File: config.mk
export PLATFORM = sky130hd
export DESIGN_NAME = gcd_controller
export DESIGN_NICKNAME = d
export VERILOG_FILES = /design/src/rtl/gcd_controller.sv
export SDC_FILE = /design/constraint.sdc
export NUM_CORES = 1
export LEC_CHECK = 0
export ABC_AREA = 1
export BUFFER_PORTS_ARGS = -buffer_cell sky130_fd_sc_hd__buf_2
export CORE_MARGIN = 2
export CORE_UTILIZATION = 51
export CTS_BUF_LIST = sky130_fd_sc_hd__clkbuf_4 sky130_fd_sc_hd__clkbuf_8 sky130_fd_sc_hd__clkbuf_16
export CTS_CLUSTER_SIZE = 8
export DETAILED_ROUTE_END_ITERATION = 10
export PLACE_DENSITY = 0.78
export SYNTH_ARGS = -nofsm -noshare
export SYNTH_HDL_FRONTEND = slang
export SYNTH_SLANG_ARGS = --single-unit
export TNS_END_PERCENT = 100
File: constraint.sdc
create_clock -name clk -period 1.48 [get_ports clk]
set_input_delay 0.074 -clock clk [delete_from_list [all_inputs] [get_ports clk]]
set_output_delay 0.074 -clock clk [all_outputs]
set_load 0.01 [all_outputs]
File: src/rtl/gcd_controller.sv
// gcd_controller
//   Control FSM for the subtraction-based GCD unit. It drives the datapath
//   control word and reads the datapath's combinational zero/neg flags in the
//   same cycle. It also sequences the two operand loads over data_in and gives
//   the host a start/busy/done handshake.
//
// Ports
//   clk        in   rising-edge system clock
//   reset      in   asynchronous, active-low reset
//   start      in   job request, sampled only in IDLE
//   zero_flag  in   datapath ALU result == 0
//   neg_flag   in   datapath ALU result bit 7
//   CW         out  16-bit datapath control word
//                   [0] A_WE, [1] B_WE, [2] A_SRC, [3] B_SRC,
//                   [5:4] ALU_OP, [6] OUT_EN, [15:7] always 0
//   opnd_sel   out  operand the host must present on data_in (0 = A, 1 = B)
//   busy       out  job in progress (LOAD_A through OUT_A/OUT_B)
//   done       out  one-cycle pulse; datapath data_out holds the result
//   err        out  iteration limit hit; sticky until next accepted start
module gcd_controller #(
  parameter int unsigned MAX_ITER = 255
) (
  input  logic        clk,
  input  logic        reset,
  input  logic        start,
  input  logic        zero_flag,
  input  logic        neg_flag,
  output logic [15:0] CW,
  output logic        opnd_sel,
  output logic        busy,
  output logic        done,
  output logic        err
);

  localparam logic [3:0] S_IDLE   = 4'd0;
  localparam logic [3:0] S_LOAD_A = 4'd1;
  localparam logic [3:0] S_LOAD_B = 4'd2;
  localparam logic [3:0] S_CHK_A  = 4'd3;
  localparam logic [3:0] S_CHK_B  = 4'd4;
  localparam logic [3:0] S_CMP    = 4'd5;
  localparam logic [3:0] S_SUB_AB = 4'd6;
  localparam logic [3:0] S_SUB_BA = 4'd7;
  localparam logic [3:0] S_OUT_A  = 4'd8;
  localparam logic [3:0] S_OUT_B  = 4'd9;
  localparam logic [3:0] S_DONE   = 4'd10;
  localparam logic [3:0] S_ERROR  = 4'd11;

  localparam logic [1:0] OP_PASS_A = 2'b00;
  localparam logic [1:0] OP_A_SUB_B = 2'b01;
  localparam logic [1:0] OP_B_SUB_A = 2'b10;
  localparam logic [1:0] OP_PASS_B = 2'b11;

  localparam logic [7:0] ITER_LIMIT = 8'(MAX_ITER);

  logic [3:0] state;
  logic [3:0] state_next;
  logic [7:0] iter;
  logic       iter_full;

  assign iter_full = (iter == ITER_LIMIT);

  // The limit test is made in CMP, where the decision to subtract is taken.
  // The bad subtraction is replaced by ERROR, so no write ever happens on the
  // overflowing iteration and the control word stays a pure state decode.
  always_comb begin
    state_next = state;
    case (state)
      S_IDLE:   if (start) state_next = S_LOAD_A;
      S_LOAD_A: state_next = S_LOAD_B;
      S_LOAD_B: state_next = S_CHK_A;
      S_CHK_A:  state_next = zero_flag ? S_OUT_B : S_CHK_B;
      S_CHK_B:  state_next = zero_flag ? S_OUT_A : S_CMP;
      S_CMP: begin
        if (zero_flag)      state_next = S_OUT_A;
        else if (iter_full) state_next = S_ERROR;
        else if (neg_flag)  state_next = S_SUB_BA;
        else                state_next = S_SUB_AB;
      end
      S_SUB_AB: state_next = S_CMP;
      S_SUB_BA: state_next = S_CMP;
      S_OUT_A:  state_next = S_DONE;
      S_OUT_B:  state_next = S_DONE;
      S_DONE:   state_next = S_IDLE;
      S_ERROR:  state_next = S_IDLE;
      default:  state_next = S_IDLE;
    endcase
  end

  always_ff @(posedge clk or negedge reset) begin
    if (!reset) begin
      state <= S_IDLE;
      iter  <= '0;
      err   <= 1'b0;
    end else begin
      state <= state_next;
      if (state == S_IDLE && start) begin
        iter <= '0;
        err  <= 1'b0;
      end else if (state == S_SUB_AB || state == S_SUB_BA) begin
        iter <= iter + 8'd1;
      end
      if (state_next == S_ERROR) err <= 1'b1;
    end
  end

  always_comb begin
    CW       = '0;
    opnd_sel = 1'b0;
    busy     = 1'b0;
    done     = 1'b0;
    case (state)
      S_LOAD_A: begin
        CW[0] = 1'b1;
        busy  = 1'b1;
      end
      S_LOAD_B: begin
        CW[1]    = 1'b1;
        opnd_sel = 1'b1;
        busy     = 1'b1;
      end
      S_CHK_A: begin
        CW[5:4] = OP_PASS_A;
        busy    = 1'b1;
      end
      S_CHK_B: begin
        CW[5:4] = OP_PASS_B;
        busy    = 1'b1;
      end
      S_CMP: begin
        CW[5:4] = OP_A_SUB_B;
        busy    = 1'b1;
      end
      S_SUB_AB: begin
        CW[0]   = 1'b1;
        CW[2]   = 1'b1;
        CW[5:4] = OP_A_SUB_B;
        busy    = 1'b1;
      end
      S_SUB_BA: begin
        CW[1]   = 1'b1;
        CW[3]   = 1'b1;
        CW[5:4] = OP_B_SUB_A;
        busy    = 1'b1;
      end
      S_OUT_A: begin
        CW[5:4] = OP_PASS_A;
        CW[6]   = 1'b1;
        busy    = 1'b1;
      end
      S_OUT_B: begin
        CW[5:4] = OP_PASS_B;
        CW[6]   = 1'b1;
        busy    = 1'b1;
      end
      S_DONE:  done = 1'b1;
      default: ;
    endcase
  end

endmodule

### After elaboration in Yosys (flattened, before gate mapping)

Index checks and enable logic that the tools add are counted.

* output and inout port bits: 20
* bits of input ports: 5
* logic and storage cells: 48
* flip-flop bits (word level): 13

* multiplexer cells: 20
* reductions and logical operators: 12
* add/sub/neg operators: 1
* equal/unequal tests: 12

Operator list (number)
* case mux 4 bit (8 select lines): 1
* 2-to-1 mux 4 bit: 5
* == test 4 x 3 -> 1 bit (second input constant): 4
* == test 4 bit (second input constant): 4
* 2-to-1 mux 8 bit: 2
* OR reduction 2 bit: 6
* 2-to-1 mux 1 bit: 11
* OR reduction 9 bit: 1
* adder 8 x 1 -> 8 bit (second input constant): 1
* == test 4 x 2 -> 1 bit (second input constant): 2
* == test 8 bit (second input constant): 1
* case mux 2 bit (3 select lines): 1
* == test 4 x 1 -> 1 bit (second input constant): 1
* zero test 4 bit: 1
* nonzero test 2 bit: 2
* logical AND 1 bit: 1
* logical OR 1 bit: 1

### Depth between registers and ports, before layout

* word-level depth: 6
* depth in mapped cells: 9

### Least setup slack after synthesis

OpenSTA, ideal clock, no wires.

* kind: flip-flop to flip-flop
* start: register iter[0]
* end: register err
* data arrival time: 1160 ps
* cell stages (with the launch flop): 10
* library setup time: 117 ps
* buffers on the path: 0
* slack: 203 ps
* path through: dfrtp_1 -> ha_1 -> nand2_1 -> nor2_1 -> nand2_1 -> nand2_1 -> nand2_1 -> nand3_2 -> nand3_2 -> nand2_1

* cells in the longest elaborated chain, start to end: 6
* elaborated cells between the ends (all ways): 7
* classes of those cells: eq/ne (2); mux (4); reduce/logical (1)

Ends and longest elaborated chain
* start: declaration: line 57 `logic [7:0] iter;`
* start signal: assignment: line 100 `iter <= iter + 8'd1;`
* == test 8 bit *: line 60 `assign iter_full = (iter == ITER_LIMIT);`
* 2-to-1 mux 4 bit *: line 75 `else if (iter_full) state_next = S_ERROR;`
* 2-to-1 mux 4 bit *: line 74 `if (zero_flag) state_next = S_OUT_A;`
* case mux 4 bit (8 select lines) *: line 67 `case (state)`
* via state_next[0]: line 56 `logic [3:0] state_next;`
* == test 4 bit *: line 102 `if (state_next == S_ERROR) err <= 1'b1;`
* 2-to-1 mux 1 bit or nonzero test 2 bit (tied branches)
* end signal: assignment: line 93 `err <= 1'b0;`
* end signal: assignment: line 98 `err <= 1'b0;`
* end signal: assignment: line 102
* end: declaration: line 32 `output logic err`

Mark *: on every way through the listed nets, which the timed path passes. The rest lies on a longest branch.
A chain may end at the register's enable or synchronous reset.

### Final worst setup path

* start: register state[1]
* end: output port CW[4]

* cells in the longest elaborated chain, start to end: 3
* elaborated cells between the ends (all ways): 8
* classes of those cells: eq/ne (5); mux (1); reduce/logical (2)

Ends and longest elaborated chain
* start: declaration: line 55 `logic [3:0] state;`
* start signal: assignment: line 95 `state <= state_next;`
* == test 4 bit or == test 4 x 3 -> 1 bit (tied branches): line 111 `case (state)`
* OR reduction 2 bit (no source line)
* case mux 2 bit (3 select lines) *: line 111
* end: declaration: line 28 `output logic [15:0] CW,`

Every way passes the cells marked *; elsewhere a longest branch is shown, timed or not.

==> results.sh <==
export IMPL_cts_setup_buffers=0
export IMPL_clk_pin_slew_ns=0.08
export IMPL_drt_initial_drc_count=22
export IMPL_final_common_cell="nand2_1"
export IMPL_final_cell_mix="nand2_1, inv_1, buf_2, nor2_1, dfrtp_1"
export IMPL_cts_buffers=3
export IMPL_skew_ns=0.00696
export IMPL_num_antenna_cells=0
export IMPL_fmax_mhz=689
export IMPL_vias=838
export IMPL_p_per_area_nw_per_um2=1680
export IMPL_ys_types=26
export IMPL_dieArea_sq_um=2150
export IMPL_synth_top_area_share_pct=35.6
export IMPL_grt_total_usage_pct=21.0
export IMPL_port_buffers=15
export IMPL_synth_edff_count=0
export IMPL_busiest_layer="met2"
export IMPL_yosysSeqAreaShare_pct=35.6
export IMPL_cp_start_kind="register"
export IMPL_use_met1_pct=27.9
export IMPL_die_w_um=46.4
export IMPL_end_kind="primary output"
export IMPL_cts_sinks=13
export IMPL_synthArstFlopShare_pct=100
export IMPL_rr_endpoint="iter[7]"
export IMPL_crit_start="state[1]"
export IMPL_yosys_most_used_dff="dfrtp_1"
export IMPL_worstPathRequired_ns=1.41
export IMPL_use_met2_pct=33.1
export IMPL_drt_wl_total_um=1880
export IMPL_slew_violations=0
export IMPL_drive_gt1_share_pct=28.9
export IMPL_wl_per_cell_um=11.2
export IMPL_drt_pass1_iter_count=4
export IMPL_syn2layout_area_growth_pct=13.5
export IMPL_synth_top_area_cell="dfrtp_1"
export IMPL_worst_slack_ns=0.0277
export IMPL_crit_path_end="CW[4]"
export IMPL_grt_ovfl_total=0
export IMPL_leakage_nw=0.597
export IMPL_finalHoldViolations=0
export IMPL_io_pins=25
export IMPL_grt_pass1_wl_um=3150
export IMPL_utilization_pct=60.8
export IMPL_hp_class="input pin to register"
export IMPL_worstPathArrival_ns=1.38
export IMPL_clk_path_buf_depth=2
export IMPL_htreeDepth=1
export IMPL_critPathMaxStageDelay_ns=0.50
export IMPL_syn_cell_area_sq_um=915
export IMPL_grt_start_max_net_pins=14
export IMPL_initial_core_util_pct=53.6
export IMPL_cap_viol_max_count=0
export IMPL_crit_chain="nor2_2, nand3_1, o21ai_0, buf_2"
export IMPL_gp_congestion=0.900
export IMPL_row_count=15
export IMPL_nFillCells=150
export IMPL_synth_seq_cells=13
export IMPL_r2r_start="state[1]"
export IMPL_status="finished clean"
export IMPL_postRouteAntennaNets=0
export IMPL_critPathTopFamily="flip-flops"
export IMPL_grt_antenna_before_repair=0
export IMPL_insertion_delay_ns=0.28
export IMPL_synth_area_top_cells="dfrtp_1, nand2_1, buf_4, inv_1, nor2_1"
export IMPL_vdd_ir_drop_max_mv=1.31
export IMPL_use_met3_pct=3.53
export IMPL_path_buf_inv=1
export IMPL_finalSetupViolations=0
export IMPL_crit_cells=4
export IMPL_nets=149
export IMPL_tritoncts="yes"
export IMPL_post_place_ws_ns=0.127
export IMPL_vias_per_cell=5.02
export IMPL_ys_warnings_count=0
export IMPL_dp_hpwl_um=1510
export IMPL_synth_avg_cell_area_sq_um=7.44
export IMPL_crit_fanout=8
export IMPL_critPathKind="register to primary output"
export IMPL_period_needed_ns=1.45
export IMPL_rsz0062_at_grt="yes"
export IMPL_r2r_cells=6
export IMPL_grt_pass1_vias=736
export IMPL_worstHoldStart="neg_flag"
export IMPL_core_sq_um=1710
export IMPL_die_h_um=46.4
export IMPL_synthCells=123
export IMPL_period_share_pct=98.1
export IMPL_drc=0
export IMPL_rrSetupSlack_ns=0.11
export IMPL_finalSetupTns_ns=0
export IMPL_critPathSlowestCell="dfrtp_2"
export IMPL_cts_root_buf="clkbuf_4"
worst register-to-register path, cell delays in order (launching register included):
cell and delay (ns):
dfrtp_2 0.50, nor2_2 0.23, nand3_2 0.16, nand2_1 0.12
nand2_1 0.07, o21ai_1 0.12, a21oi_1 0.05
kinds of logic after synthesis:
group | after synthesis | share of synthesized area [%]
buf+inv | 28 | 15.6
flops | 13 | 35.6
compound gates | 11 | 6.84
xor+xnor | 2 | 1.92
simple gates | 67 | 38.3
other cells | 1 | 0.410
fa+ha+maj | 1 | 1.37
routing by layer:
| layer | share of wire [%] | routed length (um) |
|---|---|---|
| met4 | 1.8 | 34 |
| met1 | 43 | 809 |
| met2 | 47 | 888 |
| met5 | 0 | 0 |
| met3 | 7.6 | 143 |
cell type report:
| class | count | area, sq um | share of cell area (%) |
|---|---|---|---|
| multi-input combinational | 90 | 489 | 47.1 |
| timing repair buffer | 17 | 92.6 | 8.92 |
| clock buffer | 4 | 30.0 | 2.89 |
| sequential | 13 | 328 | 31.6 |
| tap | 25 | 31.3 | 3.01 |
| inverter | 18 | 67.6 | 6.51 |
state kept, by name, indices dropped and copies added, names as in the netlist:
| signal | count |
|---|---|
| iter | 8 |
| state | 4 |
| err | 1 |
synth_stat cells, types with 2 or more instances:
| master | count |
|---|---|
| a21oi_1 | 4 |
| dfrtp_1 | 13 |
| nand3_2 | 4 |
| nor2_4 | 2 |
| inv_1 | 17 |
| nor3_2 | 2 |
| nor3_1 | 2 |
| nor2_2 | 3 |
| nor2_1 | 14 |
| buf_4 | 10 |
| o21ai_0 | 4 |
| nand3_1 | 7 |
| nand2_1 | 28 |
how the worst min path moves through the flow:
stage,to,slack [ns],cells after the start
after detailed placement,state[0],-0.03,1
final,state[0],0.11,5
after global placement,err,-0.03,1
after CTS,state[0],0.11,5
after floorplan,err,-0.22,0
after global routing,state[2],0.12,2
through the flow:
stage	power (mW)	instances	hold WS [ns]	instance area (sq um)
2_1_floorplan	1.20	131	-0.222	945
3_3_place_gp	1.42	162	-0.0270	983
3_5_place_dp	1.45	162	-0.0269	983
4_1_cts	1.70	167	0.113	1030
5_1_grt	1.88	167	0.118	1040
6_report	1.74	167	0.115	1040
power by group:
group | switching, mW | internal [mW]
clock | 0.118 | 0.123
combinational | 0.602 | 0.310
sequential | 0.138 | 0.450
timing repair:
item                                    4_1_cts  5_1_grt
pin swaps                                     0        0
gates resized for setup                       2        4
endpoints found under the setup margin        2        6
hold buffers                                  1        0
endpoints found under the hold margin        13        0
Power figures use the tool's default switching activity.
